### src/rtl/store_buffer_drain_pkg.sv
// Shared types for the store-buffer drain engine: store entry payload, FSM
// state encoding and idle-counter width.
package store_buffer_drain_pkg;

    localparam int unsigned ST_DRAIN_IDLE_CNT_WIDTH = 4;
    localparam int unsigned SB_ADDR_W               = 32;
    localparam int unsigned SB_DATA_W               = 32;
    localparam int unsigned SB_WAY_W                = 2;
    localparam int unsigned SB_SIZE_W               = 2;
    localparam int unsigned SB_TID_W                = 2;
    localparam int unsigned PERF_CNT_W              = 32;

    // One buffered store as handed over by the store buffer
    typedef struct packed {
        logic [SB_ADDR_W-1:0] addr;
        logic [SB_WAY_W-1:0]  way;
        logic [SB_DATA_W-1:0] data;
        logic [SB_SIZE_W-1:0] size;
        logic [SB_TID_W-1:0]  thread_id;
    } store_buffer_t;

    typedef enum logic [1:0] {
        IDLE = 2'd0,
        POP  = 2'd1,
        REQ  = 2'd2,
        WAIT = 2'd3
    } st_drain_state_t;

endpackage

### src/rtl/store_buffer_drain_sat_counter.sv
// Saturating up-counter with synchronous clear; clear wins over increment.
module store_buffer_drain_sat_counter
    import store_buffer_drain_pkg::*;
#(
    parameter int unsigned WIDTH = ST_DRAIN_IDLE_CNT_WIDTH
) (
    input  logic             clock_i,
    input  logic             reset_i,
    input  logic             inc_i,
    input  logic             clr_i,
    output logic [WIDTH-1:0] count_o
);

    logic [WIDTH-1:0] count_q;
    logic [WIDTH-1:0] count_d;

    // Next count: clear, else increment until all-ones
    always_comb begin
        count_d = count_q;
        if (clr_i) begin
            count_d = '0;
        end else if (inc_i && (count_q != '1)) begin
            count_d = count_q + WIDTH'(1);
        end
    end

    // Count register
    always_ff @(posedge clock_i) begin
        if (reset_i) begin
            count_q <= '0;
        end else begin
            count_q <= count_d;
        end
    end

    assign count_o = count_q;

endmodule

### src/rtl/store_buffer_drain.sv
// Store-buffer drain engine: pops the oldest buffered store and commits it to
// the D-cache data-array write port. Drains on full buffer, flush, or after an
// idle window free of loads.
// Optional build macro ST_DRAIN_PERF_CNT_EN adds committed-store and stall counters.
module store_buffer_drain
    import store_buffer_drain_pkg::*;
#(
    parameter int unsigned IDLE_DRAIN_CYCLES = 4
) (
    input  logic                  clock_i,
    input  logic                  reset_i,
    input  logic                  sb_empty_i,
    input  logic                  sb_full_i,
    input  store_buffer_t         sb_oldest_info_i,
    output logic                  sb_get_oldest_o,
    output logic                  sb_search_block_o,
    input  logic                  load_active_i,
    input  logic                  flush_req_i,
    output logic                  flush_done_o,
    output logic                  wr_req_valid_o,
    output store_buffer_t         wr_req_info_o,
    input  logic                  wr_req_ready_i,
    input  logic                  wr_done_i,
    output logic [PERF_CNT_W-1:0] perf_drained_o,
    output logic [PERF_CNT_W-1:0] perf_stall_o
);

    st_drain_state_t                      state_q;
    store_buffer_t                        entry_q;
    logic                                 get_q;
    logic                                 block_q;
    logic                                 wr_valid_q;
    logic                                 flush_done_q;
    logic                                 flush_pending_q;
    logic [ST_DRAIN_IDLE_CNT_WIDTH-1:0]   idle_cnt;
    logic                                 idle_window_c;
    logic                                 drain_start_c;
    logic                                 drain_more_c;

    // Load-free cycle counter; restarts on any load and on every pop
    store_buffer_drain_sat_counter #(
        .WIDTH (ST_DRAIN_IDLE_CNT_WIDTH)
    ) u_idle_cnt (
        .clock_i (clock_i),
        .reset_i (reset_i),
        .inc_i   (!load_active_i),
        .clr_i   (load_active_i || (state_q == POP)),
        .count_o (idle_cnt)
    );

    // Drain triggers; a full buffer overrides load priority to avoid deadlock
    always_comb begin
        idle_window_c = (idle_cnt >= ST_DRAIN_IDLE_CNT_WIDTH'(IDLE_DRAIN_CYCLES)) && !load_active_i;
        drain_start_c = !sb_empty_i && (sb_full_i || flush_pending_q || idle_window_c);
        drain_more_c  = !sb_empty_i && (sb_full_i || flush_pending_q);
    end

    // Drain FSM with registered outputs, entry capture and flush tracking
    always_ff @(posedge clock_i) begin
        if (reset_i) begin
            state_q         <= IDLE;
            entry_q         <= '0;
            get_q           <= 1'b0;
            block_q         <= 1'b0;
            wr_valid_q      <= 1'b0;
            flush_done_q    <= 1'b0;
            flush_pending_q <= 1'b0;
        end else begin
            get_q        <= 1'b0;
            block_q      <= 1'b0;
            flush_done_q <= 1'b0;
            if (flush_req_i) begin
                flush_pending_q <= 1'b1;
            end
            unique case (state_q)
                IDLE: begin
                    if (drain_start_c) begin
                        state_q <= POP;
                        get_q   <= 1'b1;
                        block_q <= 1'b1;
                    end else if ((flush_pending_q || flush_req_i) && sb_empty_i) begin
                        flush_done_q    <= 1'b1;
                        flush_pending_q <= 1'b0;
                    end
                end
                POP: begin
                    entry_q    <= sb_oldest_info_i;
                    state_q    <= REQ;
                    wr_valid_q <= 1'b1;
                end
                REQ: begin
                    if (wr_req_ready_i) begin
                        state_q    <= WAIT;
                        wr_valid_q <= 1'b0;
                    end
                end
                WAIT: begin
                    if (wr_done_i) begin
                        if (drain_more_c) begin
                            state_q <= POP;
                            get_q   <= 1'b1;
                            block_q <= 1'b1;
                        end else begin
                            state_q <= IDLE;
                        end
                    end
                end
                default: begin
                    state_q <= IDLE;
                end
            endcase
        end
    end

    assign sb_get_oldest_o   = get_q;
    assign sb_search_block_o = block_q;
    assign wr_req_valid_o    = wr_valid_q;
    assign wr_req_info_o     = entry_q;
    assign flush_done_o      = flush_done_q;

`ifdef ST_DRAIN_PERF_CNT_EN
    logic [PERF_CNT_W-1:0] drained_q;
    logic [PERF_CNT_W-1:0] stall_q;

    // Committed-store and write-port stall counters, free-running wrap
    always_ff @(posedge clock_i) begin
        if (reset_i) begin
            drained_q <= '0;
            stall_q   <= '0;
        end else begin
            if ((state_q == WAIT) && wr_done_i) begin
                drained_q <= drained_q + PERF_CNT_W'(1);
            end
            if ((state_q == REQ) && !wr_req_ready_i) begin
                stall_q <= stall_q + PERF_CNT_W'(1);
            end
        end
    end

    assign perf_drained_o = drained_q;
    assign perf_stall_o   = stall_q;
`else
    assign perf_drained_o = '0;
    assign perf_stall_o   = '0;
`endif

endmodule
### config.mk
export PLATFORM = sky130hd
export DESIGN_NAME = store_buffer_drain
export DESIGN_NICKNAME = d
export VERILOG_FILES = /design/src/rtl/store_buffer_drain_pkg.sv /design/src/rtl/store_buffer_drain_sat_counter.sv /design/src/rtl/store_buffer_drain.sv
export SDC_FILE = /design/constraint.sdc
export NUM_CORES = 1
export LEC_CHECK = 0
export ABC_CLOCK_PERIOD_IN_PS = 2100
export BUFFER_PORTS_ARGS = -buffer_cell sky130_fd_sc_hd__buf_2
export CORE_MARGIN = 3
export CORE_UTILIZATION = 25
export CTS_CLUSTER_DIAMETER = 50
export CTS_CLUSTER_SIZE = 24
export DETAILED_ROUTE_END_ITERATION = 8
export PLACE_DENSITY = 0.63
export SLEW_MARGIN = 20
export SYNTH_ARGS = -nofsm -noshare
export SYNTH_HDL_FRONTEND = slang
export SYNTH_SLANG_ARGS = --single-unit
### constraint.sdc
create_clock -name clock_i -period 2.1 [get_ports clock_i]
set_clock_uncertainty 0.1 [all_clocks]
set_input_delay 0.42 -clock clock_i [delete_from_list [all_inputs] [get_ports clock_i]]
set_output_delay 0.42 -clock clock_i [all_outputs]
set_load 0.005 [all_outputs]
==> results.cfg <==
[worst_setup_path]
worstPathRequired_ps = 2200
arrival_ps = 1850
crit_path_end_kind = register
start_kind = register
crit_chain = inv_1 > ha_4 > buf_4 > mux2i_1 > nor2_1
cp_slowest_cell = ha_4
worstSetupPathType = reg2reg
slowest_delay_ps = 410
cp_max_fo = 19

[power_and_ir_drop]
leakage_nw = 2.202
p_total_mw = 5.411
power-per-cell-area_mw_per_mm2 = 1211
ir_drop_mv = 0.5046

[detailed_routing]
drc = 0
detail_route.first_pass.iterations = 4
avgViaCountPerCell = 3.944
detail-route-antenna-nets = 0
wl_met2_um = 3971
wl_um = 7774
wl_met1_um = 2888
top_layer = met4
num_vias = 2682
wl_met3_um = 716
wire_per_inst_um = 11.43
drt_iter0_markers = 37

[cells_and_area]
drive_gt1_share_pct = 34.33
num_antenna_cells = 0
syn2layout_area_growth_pct = 29.14
final_nets = 584

[global_routing]
antenna_found_initial = 0
grt_max_degree = 39
first_global_vias = 2595
grt_usage_pct = 10.11
grt_overflow = 0
grt_pass1_wl_um = 11940

[clock_network]
clkTransAtPathRegs_ps = 60
cts_buffers = 9
cts_buffer_depth = 2
cts_resized = 0
cts_max_level = 3
insertion_delay_ps = 330
cts_setup_buffers = 0
cts_sinks = 80
cts_tree = yes
hold_buffers = 0
cts_root_buf = clkbuf_16

[timing]
fmax_ghz = 0.5726
finalHoldViolCount = 0
worst_hold_slack_ps = 207.1
period_share_pct = 83.16
finalCriticalPeriod_ps = 1746
finalMaxSlewViolations = 0
setup_viol = 0
rsz0062_at_grt = no
tns_ps = 0

[floorplanning]
coreArea_mm2 = 0.01340
start_util_pct = 25.83
rows = 42
chipWidth_um = 123.7
die_h_um = 123.7
pin_count = 216
dieArea_mm2 = 0.01529

[logic_synthesis]
syn_area_mm2 = 0.003461
postSynthAreaPerCell_um2 = 9.860
synth.distinct_cells = 27
synth-seq-cells = 80
synth-warning-count = 0
ys_seq_area_share_pct = 46.28
synth_cells = 351

[run]
cap_violations = 0

[placed_design]
hpwl_um = 6037
gp_congestion = 0.6795
port_buffers = 151

[status]
status = finished clean

[hold_path]
hold_class = in2reg
==> registers in the layout (all words and copies together) (netlist names) <==
register and flops:
wr_req_info_o 70, state_q 2, wr_req_valid_o 1, sb_search_block_o 1, flush_done_o 1, u_idle_cnt.count_o 4
flush_pending_q 1
==> layer usage <==
| layer | GRT usage, % | vias to the layer above |
|---|---|---|
| li1 | - | 1317 |
| met3 | 3.588 | 14 |
| met1 | 10.70 | 1222 |
| met5 | 0 | - |
| met2 | 17.54 | 129 |
| met4 | 5.398 | 0 |
==> area by class of cell <==
cell class / instances / area [µm²]
clock inverters: 3 / 42.54
clock buffers: 12 / 246.5
repair buffers: 156 / 830.8
well taps: 176 / 220.2
multi-input cells: 247 / 1505
fillers: 1393 / 8931
inverters: 6 / 22.52
flip-flops and latches: 80 / 1602
==> critical path: cells and delay by family, from the launching register on <==
kind	cells	cell delay (ps)
adder cells (fa/ha/maj)	1	410
buffers and inverters	2	480
flip-flops	1	330
multiplexers	1	230
AND/OR/NAND/NOR	1	60
==> cell families (layout without fill, tap and decap cells) <==
group,count (synthesis),in the layout,share of synthesized area (%)
mux,70,70,20.25
xor+xnor,1,1,0.2531
buf+inv,87,177,17.43
other cells,1,64,0.1084
flops,80,80,46.28
fa+ha+maj,6,6,2.169
compound gates,14,14,2.748
simple gates,92,92,10.77
==> synthesized netlist by cell type <==
cell | number | area [µm²]
buf_2 | 2 | 10.01
nor3_1 | 7 | 35.03
a211oi_1 | 1 | 7.510
clkbuf_1 | 6 | 22.52
inv_1 | 6 | 22.52
a21o_1 | 1 | 7.510
mux2i_1 | 70 | 700.7
conb_1 | 1 | 3.750
nand2b_1 | 1 | 6.260
buf_1 | 1 | 3.750
buf_6 | 1 | 11.26
a311oi_1 | 1 | 8.760
nand2_1 | 3 | 11.26
xnor2_1 | 1 | 8.760
o221a_2 | 1 | 11.26
buf_4 | 71 | 533.0
dfxtp_1 | 80 | 1602
nand3_1 | 3 | 15.01
or3_4 | 1 | 11.26
a31oi_1 | 2 | 12.51
or2_2 | 1 | 6.260
nor2_1 | 75 | 281.5
a22oi_1 | 1 | 7.510
a21oi_1 | 5 | 25.02
ha_1 | 6 | 75.07
o21bai_1 | 2 | 15.01
nand4_1 | 1 | 6.260
==> path summary, 6_finish.rpt <==
path	to	slack, ps	start	depth (start not counted)
hold reg to reg	wr_req_info_o[34]$_SDFFE_PP0P_	390	wr_req_info_o[34]$_SDFFE_PP0P_	2
setup / recovery	wr_req_info_o[14]$_SDFFE_PP0P_	350	state_q[1]$_SDFFE_PP0P_	5
setup reg to reg	wr_req_info_o[14]$_SDFFE_PP0P_	350	state_q[1]$_SDFFE_PP0P_	5
hold / removal	flush_pending_q$_SDFF_PP0_	210	sb_empty_i	2
==> power by group <==
| group | leakage (nW) | switching, mW | total, mW | internal (mW) |
|---|---|---|---|---|
| clock | 0.139 | 0.576 | 1.52 | 0.945 |
| sequential | 0.654 | 0.181 | 2.04 | 1.86 |
| combinational | 1.41 | 0.908 | 1.85 | 0.939 |
==> through the flow <==
step	cells	util [%]	cell area (µm²)	worst slack [ps]
floorplan	414	-	3697	639.1
global placement	665	31.20	4180	435.9
CTS	680	33.35	4469	322.0
detailed placement	665	31.20	4180	330.4
finish	680	33.35	4469	353.6
global route	680	33.35	4469	198.3
==> cells in the final DEF (no fill, tap or decap), drive strengths merged <==
master      n
buf       156
dfxtp      80
nor2       75
mux2i      70
conb       64
clkbuf     12
nor3        7
inv         6
ha          6
a21oi       5
nand2       3
nand3       3
o21bai      2
a31oi       2
o221a       1
or2         1
a311oi      1
or3         1
xnor2       1
a21o        1
nand2b      1
a22oi       1
nand4       1
a211oi      1
bufinv      1
clkinvlp    1
clkinv      1
Power figures use the tool's default switching activity.
